$ cat src/rtl/attn_pkg.sv
// Shared types and constants for the query/key score scheduler.
// Holds the FSM state enum, accumulator width, default geometry and the 8-bit saturation helper.
package attn_pkg;

  typedef enum logic [0:0] {
    ST_LOAD_Q   = 1'b0,
    ST_STREAM_K = 1'b1
  } state_e;

  localparam int ACC_W      = 18;
  localparam int N_DEF      = 4;
  localparam int ROWS_DEF   = 4;
  localparam int SHIFT_DEF  = 4;

  // Clamp a shifted accumulator value into an unsigned byte.
  function automatic logic [7:0] sat8(input logic [ACC_W-1:0] v);
    if (v > 18'd255) begin
      return 8'hFF;
    end else begin
      return v[7:0];
    end
  endfunction

endpackage

$ cat src/rtl/qk_mac.sv
// Multiply-accumulate of two unsigned bytes into an ACC_W-bit register.
// clear loads the product instead of adding it, starting a new dot product.
module qk_mac
  import attn_pkg::*;
(
  input  logic             clk,
  input  logic             rst_n,
  input  logic [7:0]       a,
  input  logic [7:0]       b,
  input  logic             clear,
  input  logic             en,
  output logic [ACC_W-1:0] acc
);

  logic [15:0]      product_s;
  logic [ACC_W-1:0] acc_r;

  assign product_s = 16'(a) * 16'(b);
  assign acc       = acc_r;

  // Accumulator register: load on the first element of a row, add afterwards.
  always_ff @(posedge clk) begin
    if (!rst_n) begin
      acc_r <= {ACC_W{1'b0}};
    end else if (en) begin
      if (clear) begin
        acc_r <= ACC_W'(product_s);
      end else begin
        acc_r <= acc_r + ACC_W'(product_s);
      end
    end
  end

endmodule

$ cat src/rtl/score_scheduler.sv
// Loads an N-byte query, then scores ROWS key rows against it, emitting one
// saturated, shifted dot product per row through a valid/ready output stage.
module score_scheduler
  import attn_pkg::*;
#(
  parameter int N     = N_DEF,
  parameter int ROWS  = ROWS_DEF,
  parameter int SHIFT = SHIFT_DEF
) (
  input  logic       clk,
  input  logic       rst_n,
  input  logic [7:0] in_data,
  input  logic       in_vld,
  output logic       in_rdy,
  output logic [7:0] out_data,
  output logic       out_vld,
  input  logic       out_rdy,
  output logic       out_last,
  output logic       busy
);

  localparam int QW = (N > 1) ? $clog2(N) : 1;
  localparam int RW = (ROWS > 1) ? $clog2(ROWS) : 1;

  state_e           state_r;
  logic [7:0]       q_r [N];
  logic [QW-1:0]    q_idx_r;
  logic [QW-1:0]    k_idx_r;
  logic [RW-1:0]    row_idx_r;
  logic [7:0]       out_data_r;
  logic             out_vld_r;
  logic             out_last_r;

  logic             in_rdy_s;
  logic             busy_s;
  logic             in_xfer_s;
  logic             out_xfer_s;
  logic             k_last_s;
  logic             row_last_s;
  logic             mac_en_s;
  logic             mac_clear_s;
  logic             capture_s;
  logic [15:0]      product_s;
  logic [ACC_W-1:0] mac_acc_s;
  logic [ACC_W-1:0] row_sum_s;
  logic [7:0]       score_s;

  assign k_last_s    = (k_idx_r == QW'(N - 1));
  assign row_last_s  = (row_idx_r == RW'(ROWS - 1));
  assign in_xfer_s   = in_vld && in_rdy_s;
  assign out_xfer_s  = out_vld_r && out_rdy;
  assign mac_en_s    = in_xfer_s && (state_r == ST_STREAM_K);
  assign mac_clear_s = (k_idx_r == {QW{1'b0}});
  assign capture_s   = mac_en_s && k_last_s;

  // The row total is formed alongside the MAC so the score is ready on the last key byte.
  assign product_s = 16'(q_r[k_idx_r]) * 16'(in_data);
  assign row_sum_s = (mac_clear_s ? {ACC_W{1'b0}} : mac_acc_s) + ACC_W'(product_s);
  assign score_s   = sat8(row_sum_s >> SHIFT);

  // Handshake and status decode; in_rdy depends on registered state only.
  always_comb begin
    in_rdy_s = 1'b0;
    busy_s   = 1'b1;
    case (state_r)
      ST_LOAD_Q: begin
        in_rdy_s = 1'b1;
        if (q_idx_r == {QW{1'b0}}) begin
          busy_s = 1'b0;
        end else begin
          busy_s = 1'b1;
        end
      end
      ST_STREAM_K: begin
        in_rdy_s = !(out_vld_r && k_last_s);
        busy_s   = 1'b1;
      end
      default: begin
        in_rdy_s = 1'b0;
        busy_s   = 1'b1;
      end
    endcase
  end

  qk_mac u_mac (
    .clk   (clk),
    .rst_n (rst_n),
    .a     (q_r[k_idx_r]),
    .b     (in_data),
    .clear (mac_clear_s),
    .en    (mac_en_s),
    .acc   (mac_acc_s)
  );

  // Query storage; contents are only meaningful after a full load.
  always_ff @(posedge clk) begin
    if ((state_r == ST_LOAD_Q) && in_xfer_s) begin
      q_r[q_idx_r] <= in_data;
    end
  end

  // Scheduler FSM, index counters and the registered output stage.
  always_ff @(posedge clk) begin
    if (!rst_n) begin
      state_r    <= ST_LOAD_Q;
      q_idx_r    <= {QW{1'b0}};
      k_idx_r    <= {QW{1'b0}};
      row_idx_r  <= {RW{1'b0}};
      out_data_r <= 8'd0;
      out_vld_r  <= 1'b0;
      out_last_r <= 1'b0;
    end else begin
      case (state_r)
        ST_LOAD_Q: begin
          if (in_xfer_s) begin
            if (q_idx_r == QW'(N - 1)) begin
              q_idx_r <= {QW{1'b0}};
              state_r <= ST_STREAM_K;
            end else begin
              q_idx_r <= q_idx_r + QW'(1);
            end
          end
        end
        ST_STREAM_K: begin
          if (in_xfer_s) begin
            if (k_last_s) begin
              k_idx_r <= {QW{1'b0}};
              if (row_last_s) begin
                row_idx_r <= {RW{1'b0}};
                state_r   <= ST_LOAD_Q;
              end else begin
                row_idx_r <= row_idx_r + RW'(1);
              end
            end else begin
              k_idx_r <= k_idx_r + QW'(1);
            end
          end
        end
        default: begin
          state_r <= ST_LOAD_Q;
        end
      endcase

      // A capture cannot coincide with a held output because in_rdy blocks it.
      if (capture_s) begin
        out_data_r <= score_s;
        out_vld_r  <= 1'b1;
        out_last_r <= row_last_s;
      end else if (out_xfer_s) begin
        out_vld_r  <= 1'b0;
        out_last_r <= 1'b0;
      end
    end
  end

  assign in_rdy   = in_rdy_s;
  assign busy     = busy_s;
  assign out_data = out_data_r;
  assign out_vld  = out_vld_r;
  assign out_last = out_last_r;

endmodule

$ cat config.mk
export PLATFORM = sky130hd
export DESIGN_NAME = score_scheduler
export DESIGN_NICKNAME = d
export VERILOG_FILES = /design/src/rtl/attn_pkg.sv /design/src/rtl/qk_mac.sv /design/src/rtl/score_scheduler.sv
export SDC_FILE = /design/constraint.sdc
export NUM_CORES = 1
export LEC_CHECK = 0
export BUFFER_PORTS_ARGS = -buffer_cell sky130_fd_sc_hd__buf_2
export CAP_MARGIN = 5
export CORE_MARGIN = 10
export CORE_UTILIZATION = 50
export CTS_BUF_LIST = sky130_fd_sc_hd__clkbuf_16
export DETAILED_ROUTE_END_ITERATION = 6
export GPL_ROUTABILITY_DRIVEN = 0
export PLACE_DENSITY = 0.77
export SYNTH_ARGS = -nofsm -noshare
export SYNTH_HDL_FRONTEND = slang
export SYNTH_SLANG_ARGS = --single-unit
$ cat constraint.sdc
create_clock -name clk -period 10.4 [get_ports clk]
set_clock_uncertainty 0.2 [all_clocks]
set_input_delay 3.12 -clock clk [delete_from_list [all_inputs] [get_ports clk]]
set_output_delay 3.12 -clock clk [all_outputs]
set_load 0.02 [all_outputs]
Word-level counts from Yosys, hierarchy flattened --
Memory sizes are Yosys's and may differ from the RTL's. A register that Yosys moved wholly into a read port is not among the register bits. Index checks and enable logic that the tools add are counted.
Operators by class: add/subtract/negate cells 5, reduce and logical (&&, ||, !) cells 13, $lt $le $gt $ge 1, multiplexer cells 22, $mul 1, eq/ne operators 3, bitwise operators 1
Operators by type and width (number):
- $add A18 B16 Y18 | 2
- $mux W18 | 2
- $mul A8 B8 Y16 | 1
- $gt A14 B8 Y1 const B | 1
- $mux W1 | 11
- $mux W2 | 5
- $mux W8 | 1
- $add A2 B1 Y2 const B | 3
- $eq A2 B2 Y1 const B | 3
- $logic_and A1 B1 Y1 | 6
- $pmux W1 S2 | 3
- $logic_not A2 Y1 | 2
- $reduce_and A2 Y1 | 2
- $reduce_and A3 Y1 | 1
- $reduce_bool A2 Y1 | 1
- $logic_not A1 Y1 | 1
- $not A1 Y1 | 1
Word-level totals: memory bits (writable) 32, output and inout bits 12, input port bits 12, memories kept 1, bits in registers 35, word-level logic and storage cells 55
Memories:
- q_r | depth 4, width 8, read ports 1, clocked after memory_dff 1, wr ports 1, RTL line score_scheduler.sv:26 | logic [7:0] q_r [N];

Logic depth before layout (Yosys ltp) --
Gate-level depths: netlist (run 1).
word-level depth 8, mapped depth 30, depth with buffers taken out 27

Modules after synthesis --
Synthesis (run 1) repeated with hierarchy kept, for this count alone.
Second synthesis, totals: cells, all modules 945, area, all modules 8640.8 µm²
Modules (own cells, without submodules):
- score_scheduler | cells an instance 478, times used 1, area each 4799.6 µm², seq. area each 1341.3 µm²
- qk_mac | cells an instance 467, times used 1, area each 3841.2 µm², seq. area each 360.3 µm²

Least setup slack after synthesis (run 1) --
OpenSTA, ideal clock, no wires.
kind input to register, start point in in_data[7], end point reg out_data_r[0] (netlist: out_data[0]), stages on the path 21, slack 1067 ps, library setup time 143 ps, buffers on the path 2, required time 10057 ps, data arrival time 8990 ps, cells stage by stage and2_1 > fa_1 > fa_1 > fa_1 > inv_1 > fa_1 > inv_1 > ha_1 > clkbuf_1 > and3_1 > a221oi_1 > xnor2_1 > ha_1 > and4_1 > a221oi_1 > or4b_1 > buf_2 > a211o_1 > a221o_2 > nor4_1 > a21oi_1
Between the ends: cells in the longest elaborated chain, start to end 4
Ends and longest elaborated chain:
- start, declared | RTL line score_scheduler.sv:12 | input logic [7:0] in_data,
- $mul A8 B8 Y16
- $add A18 B16 Y18 | RTL line score_scheduler.sv:58 | assign row_sum_s = (mac_clear_s ? {ACC_W{1'b0}} : mac_acc_s) + ACC_W'(product_s);
- $gt A14 B8 Y1 | RTL line attn_pkg.sv:17 | if (v > 18'd255) begin
- $mux W8 | RTL line attn_pkg.sv:17
- end signal, assigned | RTL line score_scheduler.sv:146 | out_data_r <= score_s;
- end, declared | RTL line score_scheduler.sv:30 | logic [7:0] out_data_r;
Every way passes these cells. A chain may end at the register's enable or synchronous reset.

Worst setup path after layout (run 1) --
start point in in_data[7], end point reg out_data_r[1] (netlist: out_data[1])
Same word-level chain as after synthesis.

==> results of run 1 <==
## worst min-delay path by stage
stage                              startpoint                        end  cells past startpoint
floorplan           row_idx_r[1]$_SDFFE_PN0P_  row_idx_r[1]$_SDFFE_PN0P_                      2
global placement    row_idx_r[1]$_SDFFE_PN0P_  row_idx_r[1]$_SDFFE_PN0P_                      2
detailed placement  row_idx_r[1]$_SDFFE_PN0P_  row_idx_r[1]$_SDFFE_PN0P_                      2
CTS                 row_idx_r[1]$_SDFFE_PN0P_  row_idx_r[1]$_SDFFE_PN0P_                      2
global route        row_idx_r[1]$_SDFFE_PN0P_  row_idx_r[1]$_SDFFE_PN0P_                      2
finish              row_idx_r[1]$_SDFFE_PN0P_  row_idx_r[1]$_SDFFE_PN0P_                      2
## metal layers
metal	GRT usage (%)	part of all wire (%)	wire length, um	vias to the layer above
met3	2.82	5.0	787	31
li1	-	-	-	2626
met2	29.5	48	7640	179
met4	5.86	2.0	309	0
met5	0	0	0	-
met1	22.8	45	7060	2626
## area by class of cell
class	count	share of cell area, %
tap	176	3.04
sequential	69	23.5
multi-input combinational	561	63.7
timing repair buffer	24	1.69
clock inverter	7	1.37
clock buffer	9	3.11
inverter	69	3.58
## synthesized netlist by cell type, drive strengths merged, types with 17 or more instances
| library cell | count | area share [%] |
|---|---|---|
| nand2 | 43 | 2.4 |
| fa | 37 | 11 |
| a21oi | 47 | 3.6 |
| nor2 | 33 | 1.9 |
| ha | 73 | 14 |
| o21ai | 30 | 2.3 |
| clkbuf | 20 | 1.1 |
| dfxtp | 37 | 11 |
| nor2b | 19 | 1.8 |
| a21o | 17 | 1.9 |
| and2 | 62 | 5.8 |
| xnor2 | 18 | 2.4 |
| edfxtp | 32 | 14 |
| inv | 69 | 3.9 |
## metrics by stage
step / area, um2 / hold WS [ns]
after floorplan: 6670 / 0.240
after global placement: 6910 / 0.246
after detailed placement: 6910 / 0.259
after CTS: 7240 / 0.267
after global routing: 7240 / 0.306
final: 7240 / 0.272
## kinds of logic (layout without fill, tap and decap cells)
family | Yosys count | count (layout) | share of synthesized area, %
flip-flops | 69 | 69 | 25.5
AND/OR/NAND/NOR | 239 | 239 | 19.7
XOR/XNOR | 26 | 26 | 3.42
adder cells (fa/ha/maj) | 111 | 111 | 25.0
buffers and inverters | 92 | 109 | 5.33
AO/OA/AOI/OAI | 173 | 173 | 17.3
multiplexers | 12 | 12 | 3.70
## registers in the layout, summed over array words and instances (netlist names), named ones only
signal	flops
out_last	1
out_vld	1
q_r	32
u_mac.acc	18
row_idx_r	2
state_r	1
k_idx_r	2
q_idx_r	2
out_data	8
## power by group
part	switching [W]	total, W	internal, W
clock network	0.000127	0.000338	0.000211
registers	0.00000247	0.000293	0.000291
logic	0.000685	0.00111	0.000429
## worst max-delay path, stage by stage
cell	delay (ns)
buf_2	0.17
and2_1	0.18
fa_1	0.51
fa_1	0.55
fa_1	0.57
inv_1	0.06
fa_1	0.54
inv_1	0.04
ha_1	0.39
and3_1	0.22
a221oi_1	0.41
xnor2_1	0.26
ha_1	0.33
and4_1	0.18
a221oi_1	0.33
or4b_1	0.61
a2111oi_0	0.54
a31oi_1	0.09
a32oi_1	0.59
a21oi_1	0.16
==> metrics.md, run 1 <==
| Metric | Value |
|---|---|
| Layout filler cell count | `1172` |
| Post-synth EDFFs | `32` |
| Synth Net Count | `approximately 840` |
| Synthesis Warnings | `0` |
| Status | `finished, final reports clean` |
| MaxCap Viol Count | `0` |
| Inst Count DP | `899` |
| DRC | `0` |
| Tcrit/Tclk final | `between 90% and 100%` |
| First-pass GRT wire length | `26600 um` |
| Critical Path AT | `~9.9 ns` |
| DR vias | `between 5000 and 6000` |
| Initial DRC Count | `roughly 460` |
| Vias in the first global route | `approximately 5500` |
| Die Area | `around 18000 um2` |
| Area Growth Syn to Fin | `8.56%` |
| Antenna diodes | `0` |
| Worst hold path class | `reg -> reg` |
| Skew-Pair Late Insertion Delay | `approximately 0.34 ns` |
| CTS tree | `done` |
| Multi-input gate area | `4610 um2` |
| Gate Count Post-Synth | `722` |
| Chip width | `~140 um` |
| Slew Limit Fails | `0` |
| TritonCTS Buffers | `9` |
| Critical Path RT | `~10 ns` |
| Commonest non-fill, non-tap cell in the layout | `ha_1` |
| Pre-CTS WS | `around 0.29 ns` |
| Vias/cell | `approximately 6.0` |
| Sequential area share after synthesis | `about 26%` |
| Total track usage | `approximately 18%` |
| H-tree levels | `3` |
| Setup crit start kind | `input port` |
| R2r setup slk | `1.94 ns` |
| Postcts setup bufs | `0` |
| WL/cell | `17.3 um` |
| Most frequent cells in the layout | `ha_1, inv_1, and2_1, a21oi_1, nand2_1` |
| Pwr dens | `roughly 240 nW/um2` |
| Clock Pin Slew Worst Setup and Hold Paths | `roughly 0.06 ns` |
| Initial antenna violation count | `0` |
| Nets | `approximately 860` |
| CTS sink cnt | `69` |
| Register area | `roughly 1700 um2` |
| Minimum clock period | `9.87 ns` |
| Final Core Density | `a little under three fifths` |
| Measured slew at the worst slew-check pin | `~1.2 ns` |
| Grt total ovfl | `0` |
| Final Non-Filler Cells | `between 900 and 1000` |
| Drt first pass iters | `5` |
| Worst R2R End | `out_data[1]$_SDFFE_PN0P_` |
| Post-cts sizing count | `0` |
| Async S/R FF share, synth | `0%` |
| Leak | `3.27 nW` |
| Clock buffer depth | `2` |
| Hold-fix buffers at CTS | `0` |
| Post-Route Setup TNS | `0 ns` |
| Peak VDD IR | `0.136 mV` |
| Max-slew headroom | `just under 20%` |
| DP HPWL | `11800 um` |
| Final Power | `0.00175 W` |
| Setup crit end kind | `register` |
| Final Hold Vio Count | `0` |
| Clock Tree Root | `clkbuf_16` |
| CP Launch Point | `in_data[7]` |
| Final worst setup slack | `0.525 ns` |
| Final setup viols | `0` |
| Crit-path max FO | `12` |
| PortBufs | `23` |
| Ys flop type | `dfxtp_1` |
| Routed Antenna Nets | `0` |
| Initial Utilization | `between 50 and 60%` |
| Maximum number of pins on one net before global-route repair | `56` |
| CP Capture Point | `out_data[1]$_SDFFE_PN0P_` |
| Mean Syn Cell Area | `between 9 and 10 um2` |
| Layout cells sized above 1 | `~6.9%` |
| Post-synth cell types | `72` |
| Final WL | `15800 um` |
| Fmax | `around 0.1 GHz` |
| RSZ-0062 raised after global routing | `no` |
| Reg2Reg Depth | `20` |
| Die height | `roughly 140 um` |
| Seq cells post-synth | `69` |
| # rows | `between 40 and 50` |
| CP Class | `in -> reg` |
| Floorplan core area | `approximately 13000 um2` |
| IO Pins | `24` |
| Synthesized area | `~6700 um2` |
(Power assumes the default switching activity.)
==> inputs of run 2 (changes only) <==
- clock period: 10.4 -> 12.4 ns (I/O delays scaled with it)
==> metrics.md, run 2 (synthesized netlist as in run 1, its figures left out) <==
| Metric | Value |
|---|---|
| Critical Path AT | `10.42 ns (+0.55 ns)` |
| Commonest non-fill, non-tap cell in the layout | `ha_1` |
| Chip width | `135 um (unchanged)` |
| TritonCTS Buffers | `9 (unchanged)` |
| Leak | `3.28 nW (+0.20%)` |
| Total track usage | `17.9% (+0.24 points)` |
| Peak VDD IR | `0.152 mV (+12%)` |
| Floorplan core area | `13100 um2 (unchanged)` |
| Routed Antenna Nets | `0 (unchanged)` |
| Final setup viols | `0 (unchanged)` |
| Clock Pin Slew Worst Setup and Hold Paths | `0.06 ns (about the same)` |
| Clock buffer depth | `2 (unchanged)` |
| CP max stage delay | `0.61 ns (about the same)` |
| Nets | `856 (unchanged)` |
| Drt first pass iters | `4 (-1)` |
| Initial Utilization | `50.7% (unchanged)` |
| Tcrit/Tclk final | `a little over four fifths` |
| Area Growth Syn to Fin | `8.67%` |
| PortBufs | `23 (unchanged)` |
| Crit-path max FO | `12 (unchanged)` |
| DR vias | `5440 (-0.40%)` |
| Post-cts sizing count | `0 (unchanged)` |
| Most used cell, CP | `fa_1` |
| First-pass GRT wire length | `26800 um (+0.96%)` |
| Critical Path RT | `12.40 ns (+2.01 ns)` |
| CP Class | `in -> reg` |
| Layout cells sized above 1 | `6.90% (unchanged)` |
| R2r setup slk | `3.94 ns (+2.00 ns)` |
| CTS tree | `done` |
| Setup crit end kind | `register` |
| Critical path buffer and inverter count | `3 (unchanged)` |
| DP HPWL | `11800 um (+0.27%)` |
| Vias in the first global route | `5449 (-0.055%)` |
| MaxCap Viol Count | `0 (unchanged)` |
| Antenna diodes | `0 (unchanged)` |
| Initial antenna violation count | `0 (unchanged)` |
| RSZ-0062 raised after global routing | `no` |
| Vias/cell | `5.95 (-0.40%)` |
| # rows | `42 (unchanged)` |
| Grt total ovfl | `0 (unchanged)` |
| Hold Slack | `0.277 ns (+0.00469 ns)` |
| Crit path depth | `20 (unchanged)` |
| Fmax | `approximately 0.096 GHz` |
| Initial DRC Count | `519 (+13%)` |
| Delay-heaviest family, CP | `adder cells` |
| CTS sink cnt | `69 (unchanged)` |
| Post-Route Setup TNS | `0 ns (unchanged)` |
| Status | `finished, final reports clean` |
| Hold-fix buffers at CTS | `0 (unchanged)` |
| Worst R2R End | `out_data[1]$_SDFFE_PN0P_` |
| Reg2Reg Depth | `20 (unchanged)` |
| Slowest cell on the critical path | `or4b_1` |
| Minimum clock period | `10.43 ns` |
| Postcts setup bufs | `0 (unchanged)` |
| Max-slew headroom | `15.4% (-4.3 points)` |
| Die Area | `18400 um2 (unchanged)` |
| WHS Path Cells | `2 (unchanged)` |
| Clock Tree Root | `clkbuf_16` |
| CP Launch Point | `in_data[7]` |
| H-tree levels | `3 (unchanged)` |
| Measured slew at the worst slew-check pin | `1.26 ns (+0.0639 ns)` |
| Final WL | `15800 um (-0.20%)` |
| Die height | `135 um (unchanged)` |
| Maximum number of pins on one net before global-route repair | `56 (unchanged)` |
| IO Pins | `24 (unchanged)` |
| Worst hold path class | `reg -> reg` |
| CP Capture Point | `out_data[1]$_SDFFE_PN0P_` |
| Max reg flops | `32 (unchanged)` |
| Pwr dens | `203 nW/um2 (-16%)` |
| Most frequent cells in the layout | `ha_1, inv_1, and2_1, a21oi_1, nand2_1` |
| Layout filler cell count | `1178 (+0.51%)` |
| DRC | `0 (unchanged)` |
| Crit-path cells | `buf_2 > and2_1 > fa_1 > fa_1 > fa_1 > inv_1 > fa_1 > inv_1 > ha_1 > and3_1 > a221oi_1 > xnor2_1 > ha_1 > and4_1 > a221oi_1 > or4b_1 > a2111oi_0 > a41oi_1 > a32oi_1 > a21oi_1` |
| WL/cell | `17.2 um (-0.20%)` |
| Skew-Pair Late Insertion Delay | `0.35 ns (about the same)` |
| Slew Limit Fails | `0 (unchanged)` |
| Final Hold Vio Count | `0 (unchanged)` |
| Setup crit start kind | `input port` |
| Largest Register | `q_r` |
## run 2: cell count changes in the layout (fill, tap and decap cells not counted), sizes merged
cell and delta:
inv +2, clkinv -1, clkinvlp -1
## run 2: layer usage
layer	GRT usage (%)	part of all wire (%)	wire length, um
met1	23.0	45	7030
met2	29.6	49	7650
met3	4.41	5.4	851
met4	4.37	1.4	226
met5	0	0	0
## run 2: through the flow
step	setup slack, ns	total power, W	utilization, %	cells	cell area [um2]
global placement	1.99	0.00112	52.6	899	6910
detailed placement	1.70	0.00115	52.6	899	6910
global route	1.61	0.00160	55.1	915	7240
CTS	2.04	0.00145	55.1	915	7240
finish	1.97	0.00147	55.1	915	7240
floorplan	2.47	0.000969	-	722	6670
## run 2: power breakdown
part	internal, W	leakage [nW]	switching (W)
Sequential	0.000244	0.592	0.00000216
Clock	0.000179	0.163	0.000112
Combinational	0.000359	2.52	0.000572
Total	0.000782	3.28	0.000686
## run 2: layout make-up
| cell class | instances | area (um2) | share of cell area (%) |
|---|---|---|---|
| clock inverters | 7 | 106 | 1.47 |
| flip-flops and latches | 69 | 1700 | 23.5 |
| well taps | 176 | 220 | 3.04 |
| clock buffers | 9 | 225 | 3.11 |
| repair buffers | 24 | 123 | 1.69 |
| inverters | 69 | 259 | 3.58 |
| multi-input cells | 561 | 4610 | 63.6 |
## run 2: worst min path at each step
| stage | endpoint | from | slack [ns] |
|---|---|---|---|
| global placement | row_idx_r[1]$_SDFFE_PN0P_ | row_idx_r[1]$_SDFFE_PN0P_ | 0.25 |
| CTS | row_idx_r[1]$_SDFFE_PN0P_ | row_idx_r[1]$_SDFFE_PN0P_ | 0.27 |
| global route | row_idx_r[1]$_SDFFE_PN0P_ | row_idx_r[1]$_SDFFE_PN0P_ | 0.30 |
| detailed placement | row_idx_r[1]$_SDFFE_PN0P_ | row_idx_r[1]$_SDFFE_PN0P_ | 0.26 |
| finish | row_idx_r[1]$_SDFFE_PN0P_ | row_idx_r[1]$_SDFFE_PN0P_ | 0.28 |
| floorplan | row_idx_r[1]$_SDFFE_PN0P_ | row_idx_r[1]$_SDFFE_PN0P_ | 0.24 |
## run 2: worst min-delay path, delay by kind of cell (launching register included)
| kind | cells | cell delay (ns) |
|---|---|---|
| compound gates | 1 | 0.05 |
| flops | 1 | 0.32 |
| simple gates | 1 | 0.06 |
==> inputs of run 3 (changes only) <==
- ABC_AREA: not set -> 1
- clock period: 12.4 -> 10.1 ns (I/O delays scaled with it)
==> metrics.md, run 3 <==
| Metric | Value |
|---|---|
| Initial antenna violation count | `0 (unchanged)` |
| Drt first pass iters | `5 (+1)` |
| CP max stage delay | `0.57 ns (-0.04 ns)` |
| Post-Route Setup TNS | `0 ns (unchanged)` |
| Mean Syn Cell Area | `7.54 um2 (-18%)` |
| First-pass GRT wire length | `27000 um (+0.64%)` |
| Critical Path RT | `10.14 ns (-2.26 ns)` |
| Synthesis Warnings | `0 (unchanged)` |
| Final Hold Vio Count | `0 (unchanged)` |
| Clock Pin Slew Worst Setup and Hold Paths | `0.06 ns (about the same)` |
| Most common cell in the netlist | `nand2_1` |
| Chip width | `136 um (about the same)` |
| Gate Count Post-Synth | `885 (+23%)` |
| Slowest cell on the critical path | `fa_1` |
| Vias in the first global route | `5664 (+3.9%)` |
| Grt total ovfl | `0 (unchanged)` |
| Crit-path max FO | `8 (-4)` |
| IO Pins | `24 (unchanged)` |
| Die height | `136 um (about the same)` |
| MaxCap Viol Count | `0 (unchanged)` |
| Postcts setup bufs | `0 (unchanged)` |
| Maximum number of pins on one net before global-route repair | `30 (-46%)` |
| WL/cell | `14.6 um (-15%)` |
| Post-synthesis xor/xnor area fraction | `2.89% (-0.53 points)` |
| Compound-gate portion of the synthesized area | `11.4% (-5.9 points)` |
| Hold-fix buffers at CTS | `0 (unchanged)` |
| DP HPWL | `12400 um (+4.7%)` |
| Initial DRC Count | `517 (-0.39%)` |
| Routed Antenna Nets | `0 (unchanged)` |
| Leak | `3.59 nW (+9.7%)` |
| Ys flop type | `dfxtp_1` |
| Total track usage | `18.0% (+0.063 points)` |
| Peak VDD IR | `0.225 mV (+48%)` |
| Async S/R FF share, synth | `0% (unchanged)` |
| Setup crit start kind | `input port` |
| DRC | `0 (unchanged)` |
| Post-synth cell types | `49 (-32%)` |
| Worst hold path class | `reg -> reg` |
| Synth top area share | `14.4% (about the same)` |
| Initial Utilization | `50.8% (about the same)` |
| Vias/cell | `5.43 (-8.7%)` |
| Clock Tree Root | `clkbuf_16` |
| Floorplan core area | `13100 um2 (unchanged)` |
| RSZ-0062 raised after global routing | `no` |
| DP Area | `6930 um2 (+0.22%)` |
| Clock buffer depth | `2 (unchanged)` |
| PortBufs | `23 (unchanged)` |
| Layout cells sized above 1 | `8.34% (+1.4 points)` |
| Layout filler cell count | `1246 (+5.8%)` |
| Sequential area share after synthesis | `25.5% (about the same)` |
| Fmax | `between 0.1 and 0.15 GHz` |
| Minimum clock period | `slightly below 9 ns` |
| TritonCTS Buffers | `9 (unchanged)` |
| Worst R2R End | `out_data[2]$_SDFFE_PN0P_` |
| Pwr dens | `271 nW/um2 (+34%)` |
| CTS tree | `done` |
| Area Growth Syn to Fin | `8.35%` |
| Cell taking the most area after synthesis | `edfxtp_1` |
| Synthesized area | `6670 um2 (about the same)` |
| H-tree levels | `3 (unchanged)` |
| Status | `finished, final reports clean` |
| # rows | `42 (unchanged)` |
| Most frequent cells in the layout | `nand2_1, inv_1, nor2_1, ha_1, a21oi_1` |
| Pre-CTS WS | `0.965 ns (-0.737 ns)` |
| Slew Limit Fails | `0 (unchanged)` |
| Post-cts sizing count | `0 (unchanged)` |
| Max reg flops | `32 (unchanged)` |
| Post-synthesis simple-gate area fraction | `25.5% (+5.8 points)` |
| Largest family of logic cells by synthesized area | `simple AND/OR/NAND/NOR gates` |
| R2r setup slk | `2.83 ns (-1.11 ns)` |
| Post-synthesis mux area share | `0% (-3.7 points)` |
| Seq cells post-synth | `69 (unchanged)` |
| Die Area | `18400 um2 (about the same)` |
| Skew-Pair Late Insertion Delay | `0.34 ns (about the same)` |
| Top post-synthesis cells by area | `edfxtp_1, ha_1, dfxtp_1` |
| Most used cell, CP | `nand2_1` |
| Reg2Reg Depth | `33 (+65%)` |
| Max-slew headroom | `30.2% (+15 points)` |
| Setup crit end kind | `register` |
| Synth Net Count | `1007 (+19%)` |
| Tcrit/Tclk final | `between 80 and 90%` |
| Nets | `1028 (+20%)` |
| Final worst setup slack | `1.24 ns (-0.740 ns)` |
| Finished Cell Area | `7230 um2 (-0.24%)` |
| Antenna diodes | `0 (unchanged)` |
| Largest Register | `q_r` |
| Post-synth EDFFs | `32 (unchanged)` |
| Adder-cell share of the synthesized area | `24.8% (-0.16 points)` |
| Final WL | `15900 um (+0.63%)` |
| CP Class | `in -> reg` |
| CP Launch Point | `in_data[4]` |
| DR vias | `5901 (+8.5%)` |
| Commonest non-fill, non-tap cell in the layout | `nand2_1` |
| Critical Path AT | `8.91 ns (-1.51 ns)` |
| CTS sink cnt | `69 (unchanged)` |
| Synth top cells by count | `nand2_1, inv_1, nor2_1, ha_1, a21oi_1` |
| Measured slew at the worst slew-check pin | `1.05 ns (-0.213 ns)` |
| Final setup viols | `0 (unchanged)` |
| CP Capture Point | `out_data[2]$_SDFFE_PN0P_` |
run 3: layer usage:
metal | track usage, % | routed length [um]
met5 | 0 | 0
met2 | 30.1 | 7490
met3 | 2.56 | 854
met1 | 22.8 | 7050
met4 | 7.30 | 475
run 3: critical path: cells and delay by family:
family | cells | cell delay (ns)
simple gates | 13 | 1.26
xor+xnor | 1 | 0.33
fa+ha+maj | 6 | 2.87
buf+inv | 7 | 0.69
compound gates | 4 | 0.73
run 3: worst min-delay path by stage:
stage / end / startpoint / cells after the start
2_1_floorplan: u_mac.acc[10]$_SDFFE_PN0P_ / u_mac.acc[10]$_SDFFE_PN0P_ / 2
3_3_place_gp: out_last$_SDFFE_PN0P_ / out_last$_SDFFE_PN0P_ / 2
3_5_place_dp: out_last$_SDFFE_PN0P_ / out_last$_SDFFE_PN0P_ / 2
4_1_cts: out_last$_SDFFE_PN0P_ / out_last$_SDFFE_PN0P_ / 2
5_1_grt: out_last$_SDFFE_PN0P_ / out_last$_SDFFE_PN0P_ / 2
6_report: out_last$_SDFFE_PN0P_ / out_last$_SDFFE_PN0P_ / 2
run 3: per-stage QoR:
stage	instances	hold slack (ns)	utilization, %	total power [W]
after floorplan	885	0.256	-	0.00130
after global placement	1071	0.271	52.7	0.00158
after detailed placement	1071	0.273	52.7	0.00160
after CTS	1087	0.282	55.0	0.00193
after global routing	1087	0.302	55.0	0.00214
final	1087	0.277	55.0	0.00195
run 3: layout make-up:
class / count / area, um2 / share of cell area (%)
multi-input cells: 653 / 4310 / 59.6
well taps: 176 / 220 / 3.05
inverters: 148 / 566 / 7.83
repair buffers: 25 / 130 / 1.80
flip-flops and latches: 69 / 1700 / 23.5
clock buffers: 9 / 225 / 3.12
clock inverters: 7 / 73.8 / 1.02
run 3: cell families after synthesis:
group                      after synthesis
AOI/OAI and AO/OA                      131
buffers and inverters                  163
DFF                                     69
xor gates and xnor gates                22
and+or+nand+nor                        390
adders and majority gates              110
run 3: power by group:
group	total [W]	internal, W	leakage (nW)	switching [W]
Clock	0.000324	0.000192	0.141	0.000131
Combinational	0.00133	0.000436	2.86	0.000890
Sequential	0.000305	0.000301	0.592	0.00000385
Total	0.00195	0.000929	3.59	0.00103
